==> src/rtl/chiplet_types_pkg.sv <==
// Shared chiplet types for the TX DMA: endpoint address map, the bus word type,
// the DMA state encoding and the command bounds check.
package chiplet_types_pkg;

  typedef logic [31:0] word_t;

  // Endpoint register map seen by the DMA master port.
  localparam word_t TX_SEND_ADDR        = 32'h0000_1004;
  localparam word_t TX_CACHE_START_ADDR = 32'h0000_2000;
  localparam word_t TX_PTR_BASE_ADDR    = 32'h0000_0000;

  typedef enum logic [2:0] {
    IDLE,
    RD_MEM,
    WR_CACHE,
    WR_PTR,
    WR_SEND,
    DONE,
    ERR
  } dma_state_t;

  // A command is usable only if it moves at least one word and the last word
  // still lands inside the TX cache.
  function automatic logic cmd_fits(input logic [6:0]  word_offset,
                                    input logic [7:0]  len,
                                    input int unsigned depth);
    logic [31:0] end_word;
    end_word = 32'(word_offset) + 32'(len);
    return (len != 8'd0) && (end_word <= depth);
  endfunction

endpackage

==> src/rtl/dma_bus_master.sv <==
// Single-access bus handshake: the request is presented on the bus for as long
// as the owner asks for it, and completes in the first cycle the slave does not
// stall. Used once for the host memory read port and once for the endpoint port.
module dma_bus_master
  import chiplet_types_pkg::*;
(
  input  logic  req,
  input  word_t req_addr,
  input  logic  bus_stall,
  input  logic  bus_error,
  output logic  bus_en,
  output word_t bus_addr,
  output logic  ack,
  output logic  fault
);

  // Drive the bus only while requested; address is zeroed when idle so the
  // port is quiet outside an access.
  always_comb begin
    bus_en   = req;
    bus_addr = req ? req_addr : '0;
    ack      = req & ~bus_stall;
    fault    = req & ~bus_stall & bus_error;
  end

endmodule

==> src/rtl/endpoint_tx_dma.sv <==
// Endpoint TX DMA: copies cmd_len words from host memory into the endpoint TX
// cache, writes the message pointer for cmd_msg_id and, when built with
// TX_DMA_AUTOSEND_EN, kicks the send register for that message.
module endpoint_tx_dma
  import chiplet_types_pkg::*;
#(
  parameter int NUM_MSGS        = 4,
  parameter int CACHE_NUM_WORDS = 128,
  localparam int MSG_W          = (NUM_MSGS > 1) ? $clog2(NUM_MSGS) : 1
) (
  input  logic             clk,
  input  logic             n_rst,

  input  logic             cmd_valid,
  output logic             cmd_ready,
  input  logic [31:0]      cmd_src_addr,
  input  logic [7:0]       cmd_len,
  input  logic [8:0]       cmd_offset,
  input  logic [MSG_W-1:0] cmd_msg_id,

  output logic             mem_ren,
  output logic [31:0]      mem_addr,
  input  logic [31:0]      mem_rdata,
  input  logic             mem_request_stall,

  output logic             ep_wen,
  output logic             ep_ren,
  output logic [31:0]      ep_addr,
  output logic [31:0]      ep_wdata,
  output logic [3:0]       ep_strobe,
  input  logic             ep_error,
  input  logic             ep_request_stall,

  output logic             busy,
  output logic             done,
  output logic             err
);

  dma_state_t       state_q;
  dma_state_t       state_d;

  word_t            src_q;
  logic [7:0]       len_q;
  logic [8:0]       offset_q;
  logic [MSG_W-1:0] msg_id_q;
  logic [7:0]       idx_q;
  word_t            data_q;

  logic             cmd_accept;
  logic             last_word;
  logic             mem_req;
  logic             ep_req;
  word_t            mem_req_addr;
  word_t            ep_req_addr;
  word_t            ep_req_data;
  logic             mem_ack;
  logic             mem_fault;
  logic             ep_ack;
  logic             ep_fault;

  // Word index arithmetic shared by the read address, the cache address and the
  // end-of-message test.
  always_comb begin
    mem_req_addr = src_q + 32'({idx_q, 2'b00});
    last_word    = ({1'b0, idx_q} + 9'd1) == {1'b0, len_q};
    cmd_accept   = cmd_valid & cmd_ready;
  end

  // State register; reset abandons any access in flight.
  always_ff @(posedge clk) begin
    if (n_rst) begin
      state_q <= IDLE;
    end else begin
      state_q <= state_d;
    end
  end

  // Next-state and control decode: each access state holds its request until
  // the owning port acknowledges, and an endpoint error on a completed write
  // aborts the whole transfer.
  always_comb begin
    state_d     = state_q;
    cmd_ready   = 1'b0;
    busy        = 1'b1;
    done        = 1'b0;
    err         = 1'b0;
    mem_req     = 1'b0;
    ep_req      = 1'b0;
    ep_req_addr = '0;
    ep_req_data = '0;

    unique case (state_q)
      IDLE: begin
        busy      = 1'b0;
        cmd_ready = ~n_rst;
        if (cmd_valid && cmd_ready) begin
          state_d = cmd_fits(cmd_offset[8:2], cmd_len, CACHE_NUM_WORDS) ? RD_MEM : ERR;
        end
      end

      RD_MEM: begin
        mem_req = 1'b1;
        if (mem_fault) begin
          state_d = ERR;
        end else if (mem_ack) begin
          state_d = WR_CACHE;
        end
      end

      WR_CACHE: begin
        ep_req      = 1'b1;
        ep_req_addr = TX_CACHE_START_ADDR + 32'(offset_q) + 32'({idx_q, 2'b00});
        ep_req_data = data_q;
        if (ep_fault) begin
          state_d = ERR;
        end else if (ep_ack) begin
          state_d = last_word ? WR_PTR : RD_MEM;
        end
      end

      WR_PTR: begin
        ep_req      = 1'b1;
        ep_req_addr = TX_PTR_BASE_ADDR + 32'({msg_id_q, 2'b00});
        ep_req_data = 32'(offset_q);
        if (ep_fault) begin
          state_d = ERR;
        end else if (ep_ack) begin
`ifdef TX_DMA_AUTOSEND_EN
          state_d = WR_SEND;
`else
          state_d = DONE;
`endif
        end
      end

      WR_SEND: begin
`ifdef TX_DMA_AUTOSEND_EN
        ep_req      = 1'b1;
        ep_req_addr = TX_SEND_ADDR;
        ep_req_data = 32'(msg_id_q);
        if (ep_fault) begin
          state_d = ERR;
        end else if (ep_ack) begin
          state_d = DONE;
        end
`else
        state_d = IDLE;
`endif
      end

      DONE: begin
        done    = 1'b1;
        state_d = IDLE;
      end

      ERR: begin
        err     = 1'b1;
        state_d = IDLE;
      end

      default: begin
        state_d = IDLE;
      end
    endcase
  end

  // Command latch, word index and captured read data. Address low bits are
  // masked off so misaligned commands behave as their aligned equivalents.
  always_ff @(posedge clk) begin
    if (n_rst) begin
      src_q    <= '0;
      len_q    <= '0;
      offset_q <= '0;
      msg_id_q <= '0;
      idx_q    <= '0;
      data_q   <= '0;
    end else begin
      if (cmd_accept) begin
        src_q    <= cmd_src_addr & 32'hFFFF_FFFC;
        len_q    <= cmd_len;
        offset_q <= cmd_offset & 9'h1FC;
        msg_id_q <= cmd_msg_id;
        idx_q    <= '0;
      end
      if (state_q == RD_MEM && mem_ack) begin
        data_q <= mem_rdata;
      end
      if (state_q == WR_CACHE && ep_ack && !ep_fault && !last_word) begin
        idx_q <= idx_q + 8'd1;
      end
    end
  end

  // Host memory has no error signal, so its fault output only ever mirrors 0.
  dma_bus_master u_mem_port (
    .req       (mem_req),
    .req_addr  (mem_req_addr),
    .bus_stall (mem_request_stall),
    .bus_error (1'b0),
    .bus_en    (mem_ren),
    .bus_addr  (mem_addr),
    .ack       (mem_ack),
    .fault     (mem_fault)
  );

  dma_bus_master u_ep_port (
    .req       (ep_req),
    .req_addr  (ep_req_addr),
    .bus_stall (ep_request_stall),
    .bus_error (ep_error),
    .bus_en    (ep_wen),
    .bus_addr  (ep_addr),
    .ack       (ep_ack),
    .fault     (ep_fault)
  );

  // The endpoint port only ever writes full words.
  always_comb begin
    ep_ren    = 1'b0;
    ep_wdata  = ep_req_data;
    ep_strobe = ep_req ? 4'hF : 4'h0;
  end

endmodule

==> config.mk <==
export PLATFORM = sky130hd
export DESIGN_NAME = endpoint_tx_dma
export DESIGN_NICKNAME = d
export VERILOG_FILES = /design/src/rtl/chiplet_types_pkg.sv /design/src/rtl/dma_bus_master.sv /design/src/rtl/endpoint_tx_dma.sv
export SDC_FILE = /design/constraint.sdc
export NUM_CORES = 1
export LEC_CHECK = 0
export CAP_MARGIN = 10
export CELL_PAD_IN_SITES_DETAIL_PLACEMENT = 1
export CELL_PAD_IN_SITES_GLOBAL_PLACEMENT = 2
export CORE_MARGIN = 3
export CORE_UTILIZATION = 25
export DETAILED_ROUTE_END_ITERATION = 12
export PLACE_DENSITY = 0.84
export SYNTH_ARGS = -nofsm -noshare
export SYNTH_HDL_FRONTEND = slang
export SYNTH_SLANG_ARGS = --single-unit
export TNS_END_PERCENT = 10
==> constraint.sdc <==
create_clock -name clk -period 3.6 [get_ports clk]
set_input_delay 0.9 -clock clk [delete_from_list [all_inputs] [get_ports clk]]
set_output_delay 0.9 -clock clk [all_outputs]
set_load 0.03 [all_outputs]
# After elaboration in Yosys (flattened, before gate mapping)

Index checks and enable logic that the tools add are counted.

Bits in registers: 90
Input bits: 89
Output and inout port bits: 107
Logic and storage cells: 66

Add/subtract/negate cells: 6
Magnitude comparators: 1
Equality and inequality tests: 10
Mux-type cells: 22
Bitwise gates (word level): 7
Reduce and logical (&&, ||, !) cells: 13

Operators by type and width:

| cell                                                           | count |
|---|---|
| case mux 32 bit (2 select lines)                               | 1 |
| adder 32 x 10 -> 32 bit                                        | 1 |
| two-way mux 32 bit                                             | 1 |
| case mux 16 bit (2 select lines)                               | 1 |
| two-way mux 3 bit                                              | 7 |
| adder 15 x 10 -> 16 bit                                        | 1 |
| two-way mux 16 bit                                             | 1 |
| two-way mux 8 bit                                              | 2 |
| adder 14 x 9 -> 15 bit, first input constant                   | 1 |
| case mux 3 bit (4 select lines)                                | 1 |
| adder 7 x 8 -> 9 bit                                           | 1 |
| adder 8 x 1 -> 9 bit, second input constant                    | 1 |
| == test 9 x 8 -> 1 bit                                         | 1 |
| less-or-equal comparator 9 x 8 -> 1 bit, second input constant | 1 |
| adder 8 x 1 -> 8 bit, second input constant                    | 1 |
| nonzero test 8 bit                                             | 1 |
| == test 3 x 2 -> 1 bit, second input constant                  | 2 |
| == test 3 bit, second input constant                           | 2 |
| logical AND 1 bit                                              | 6 |
| two-way mux 1 bit                                              | 6 |
| inequality test 3 bit, second input constant                   | 2 |
| AND 1 bit                                                      | 4 |
| two-way mux 4 bit                                              | 1 |
| inequality test 2 bit, second input constant                   | 2 |
| 8 further kinds                                                | 11 |

# Depth between registers and ports, before layout

Word-level depth: 9
Depth in mapped cells: 10
Depth with buffers taken out: 8

# Cells and area by module

A second synthesis with hierarchy kept.

Cells, all modules: 786
Area, all modules: 5854.4 um^2

Modules (own cells, without submodules):

| module          | times used | cells each | area each (um^2) | sequential area each (um^2) |
|---|---|---|---|---|
| endpoint_tx_dma | 1          | 710        | 5378.9           | 1801.7 |
| dma_bus_master  | 2          | 38         | 237.7            | 0.0 |

# Worst setup path before layout

OpenSTA, ideal clock, no wires.

Path kind: register to output
Start: register idx_q[0]
End: output port mem_addr[14]
Arrival time: 2.701 ns
Data required time: 2.700 ns
Setup slack: -0.001 ns
Stages on the path, launching flop included: 11
Path buffers: 2
Cell sequence: dfxtp_1 > ha_1 > fa_1 > a21o_1 > a21oi_1 > o21ai_1 > a31oi_1 > clkbuf_1 > buf_2 > o21ai_0 > a21oi_1

Cells in the longest elaborated chain, start to end: 2

RTL lines:

| what                    | line                   | RTL |
|---|---|---|
| from (decl)             | endpoint_tx_dma.sv:46  | `logic [7:0] idx_q;` |
| from (signal assigned)  | endpoint_tx_dma.sv:189 | `idx_q <= idx_q + 8'd1;` |
| adder 32 x 10 -> 32 bit | endpoint_tx_dma.sv:64  | `mem_req_addr = src_q + 32'({idx_q, 2'b00});` |
| two-way mux 32 bit      | dma_bus_master.sv:21   | `bus_addr = req ? req_addr : '0;` |
| to (decl)               | endpoint_tx_dma.sv:22  | `output logic [31:0] mem_addr,` |

No other way between the ends.

# Worst setup path after layout

Start: register idx_q[0]
End: output port mem_addr[18]

The elaborated chain is that of the path after synthesis.

==> results.yml <==
status:
  status: "finished, final reports clean"
synth:
  synthFlopType: "dfxtp_1"
  synth_cell_types: 69
  yosysSeqAreaShare_pct: 30.3
  synthCells: 786
  netlist_area_sq_um: 5940
  synth_enable_flop_cells: 0
  ys_warn_count: 0
  avgSynthCellArea_sq_um: 7.55
  async_flop_share_pct: 0
  synth-seq-cells: 90
pwr:
  powerDensity_nw_per_um2: 358
  power.share.clock_pct: 35.6
  p_switching_mw: 0.969
  p_comb_share_pct: 25.2
  seq_power_share_pct: 39.1
  power_mw: 2.99
  switching_share_pct: 32.4
  p_int_mw: 2.02
  ir_drop_v: 0.000208
  leakage_nw: 3.25
clock_tree:
  cts_inserted_buffers: 9
  root_buffer: "clkbuf_16"
  clkLatencyLatePin_ns: 0.35
  clock_path_buffers: 2
  ctsHtreeMaxLevel: 3
  path_clk_slew_ns: 0.07
  cts_tree: "yes"
  clock_sinks: 90
floorplan:
  die_height_um: 160
  dieArea_sq_um: 25600
  io_pins: 196
  die_x_um: 160
  rows: 55
  core-area_sq_um: 23000
  start_util_pct: 25.8
timing:
  setup_viol: 0
  finalCritPeriodShare_pct: 99.6
  maxSlewViolCount: 0
  skew_ns: 0.00661
  rsz0062_at_grt: "true"
  fmax_ghz: 0.279
  whs_ns: 0.450
  worst_pin_slew_ns: 0.845
  finalSetupTns_ns: 0
  period_needed_ns: 3.59
  hold_viol_final: 0
  relSlewSlack_pct: 43.7
setup_path:
  r2r_end: "src_q[9]"
  start_kind: "register"
  cp-startpoint: "idx_q[0]"
  rrSetupSlack_ns: 1.12
  worstSetupEndpoint: "mem_addr[18]"
  required_ns: 2.70
  crit_arrival_ns: 2.69
  ff2ff_path_depth: 7
  crit_type: "register to primary output"
  cp_max_fo: 5
  cp-end-kind: "primary output"
  r2r_start: "state_q[0]"
cells_and_area:
  instances_no_fill: 1258
  fin_util_pct: 36.4
  regArea_sq_um: 1810
  nets: 1055
  multiInputGateArea_sq_um: 3850
  fillerInstances: 2814
  antenna_cells: 0
  drive_gt1_share_pct: 13.0
  area_growth_pct: 40.9
placement:
  routabilityCongestion: 0.801
  io_buffers: 166
  dp_hpwl_um: 15500
  dpl.cell_count: 1237
detailed_routing:
  ant_nets: 0
  wl_per_cell_um: 16.8
  drtIter0Drc: 287
  firstDrtPassIters: 4
  drc_errors: 0
  vias: 6076
  avgViaCountPerCell: 4.83
  routed_wl_um: 21200
grt:
  track_usage_pct: 16.2
  grt_max_degree: 65
  grt_pass1_vias: 6223
  antenna_found_initial: 0
  grt_pass1_wl_um: 33800
  overflow: 0
min_path:
  min_path_type: "register to register"
run:
  drv_cap: 0
-- stage by stage --
step	cell area, sq um	setup slack, ns
floorplan	6030	0.00569
global placement	7840	0.0968
detailed placement	7840	0.0751
CTS	8180	-0.0318
global route	8370	-0.121
finish	8370	0.0131
-- cell type report --
class	instances	area share (%)
sequential	90	21.7
multi-input combinational	624	46.1
clock inverter	5	1.02
timing repair buffer	200	23.0
inverter	15	0.673
tap	313	4.68
clock buffer	11	2.90
-- sequential cells by signal, summed over array words and instances (netlist names) --
register	cells
data_q	32
idx_q	8
len_q	8
msg_id_q	2
offset_q	7
src_q	30
state_q	3
-- cells in the final DEF (no fill, tap or decap), types with 17 or more instances in the layout --
cell,n
nand2_1,177
clkdlybuf4s50_1,129
dfxtp_1,84
a21oi_1,67
buf_4,54
nand3b_1,45
and2_1,30
nor2_1,29
conb_1,25
ha_1,21
nand3_1,17
-- kinds of logic after synthesis --
| family | count (synthesis) | share of synthesized area (%) |
|---|---|---|
| AND/OR/NAND/NOR | 378 | 33.0 |
| flip-flops | 90 | 30.3 |
| AO/OA/AOI/OAI | 165 | 17.9 |
| buffers and inverters | 96 | 8.22 |
| XOR/XNOR | 19 | 2.80 |
| adder cells (fa/ha/maj) | 26 | 5.86 |
| other | 1 | 0.0632 |
| multiplexers | 11 | 1.88 |
-- cell usage after synthesis, types with 5 or more instances --
library cell,number,area [sq um]
nand2b_1,8,50.1
a31oi_1,6,37.5
or3_1,13,81.3
buf_2,12,60.1
dfxtp_1,90,1800
nor2b_1,6,37.5
buf_4,30,225
o211ai_1,8,60.1
o21bai_1,6,45.0
xor2_1,10,87.6
nand3b_1,45,338
o31ai_1,15,113
nand3_1,17,85.1
inv_1,13,48.8
a211oi_1,6,45.0
nor3_1,6,30.0
xnor2_1,9,78.8
o21ai_0,15,75.1
nand4_1,5,31.3
and2_1,31,194
mux2i_1,10,100
nand2_1,177,664
or4_1,16,120
a21oi_1,76,380
ha_1,23,288
clkbuf_1,38,143
nor2_1,30,113
-- layer usage --
layer / up-vias / routed length [um] / GRT usage [%]
li1: 2997 / - / -
met1: 2891 / 9280 / 20.0
met2: 175 / 9930 / 26.9
met3: 13 / 1780 / 6.33
met4: 0 / 187 / 3.16
met5: - / 0 / 0
-- power groups by stage --
stage                     Combinational, mW  Clock (mW)  Sequential (mW)
final                                 0.755        1.07             1.17
after global placement                0.743           0             1.19
after floorplan                       0.495           0             1.15
after detailed placement              0.751           0             1.19
after CTS                             0.756        1.11             1.17
after global routing                  0.831        1.15             1.18
-- what timing repair did --
item                       4_1_cts  5_1_grt
hold buffers                     0        0
gates resized for setup          9       38
gates cloned                     0        1
pin swaps                        0       10
setup endpoints to repair       16       19
setup buffers                    0        4
-- worst min path at each step --
stage	start	endpoint	slack, ns	cells past startpoint
after global placement	data_q[18]	data_q[18]	0.44	2
after global routing	data_q[30]	data_q[30]	0.47	2
after floorplan	data_q[0]	data_q[0]	0.43	2
after CTS	data_q[30]	data_q[30]	0.46	2
after detailed placement	data_q[30]	data_q[30]	0.44	2
final	data_q[22]	data_q[22]	0.45	2
-- critical path, stage by stage (launching register included) --
cell     delay [ns]
dfxtp_4        0.36
ha_4           0.16
fa_2           0.37
a21o_1         0.20
a21oi_2        0.18
o21ai_2        0.08
a31oi_2        0.23
buf_6          0.15
buf_4          0.15
o21ai_0        0.10
a21oi_1        0.17
buf_4          0.19
No activity file was read; power rests on OpenSTA's default activity.
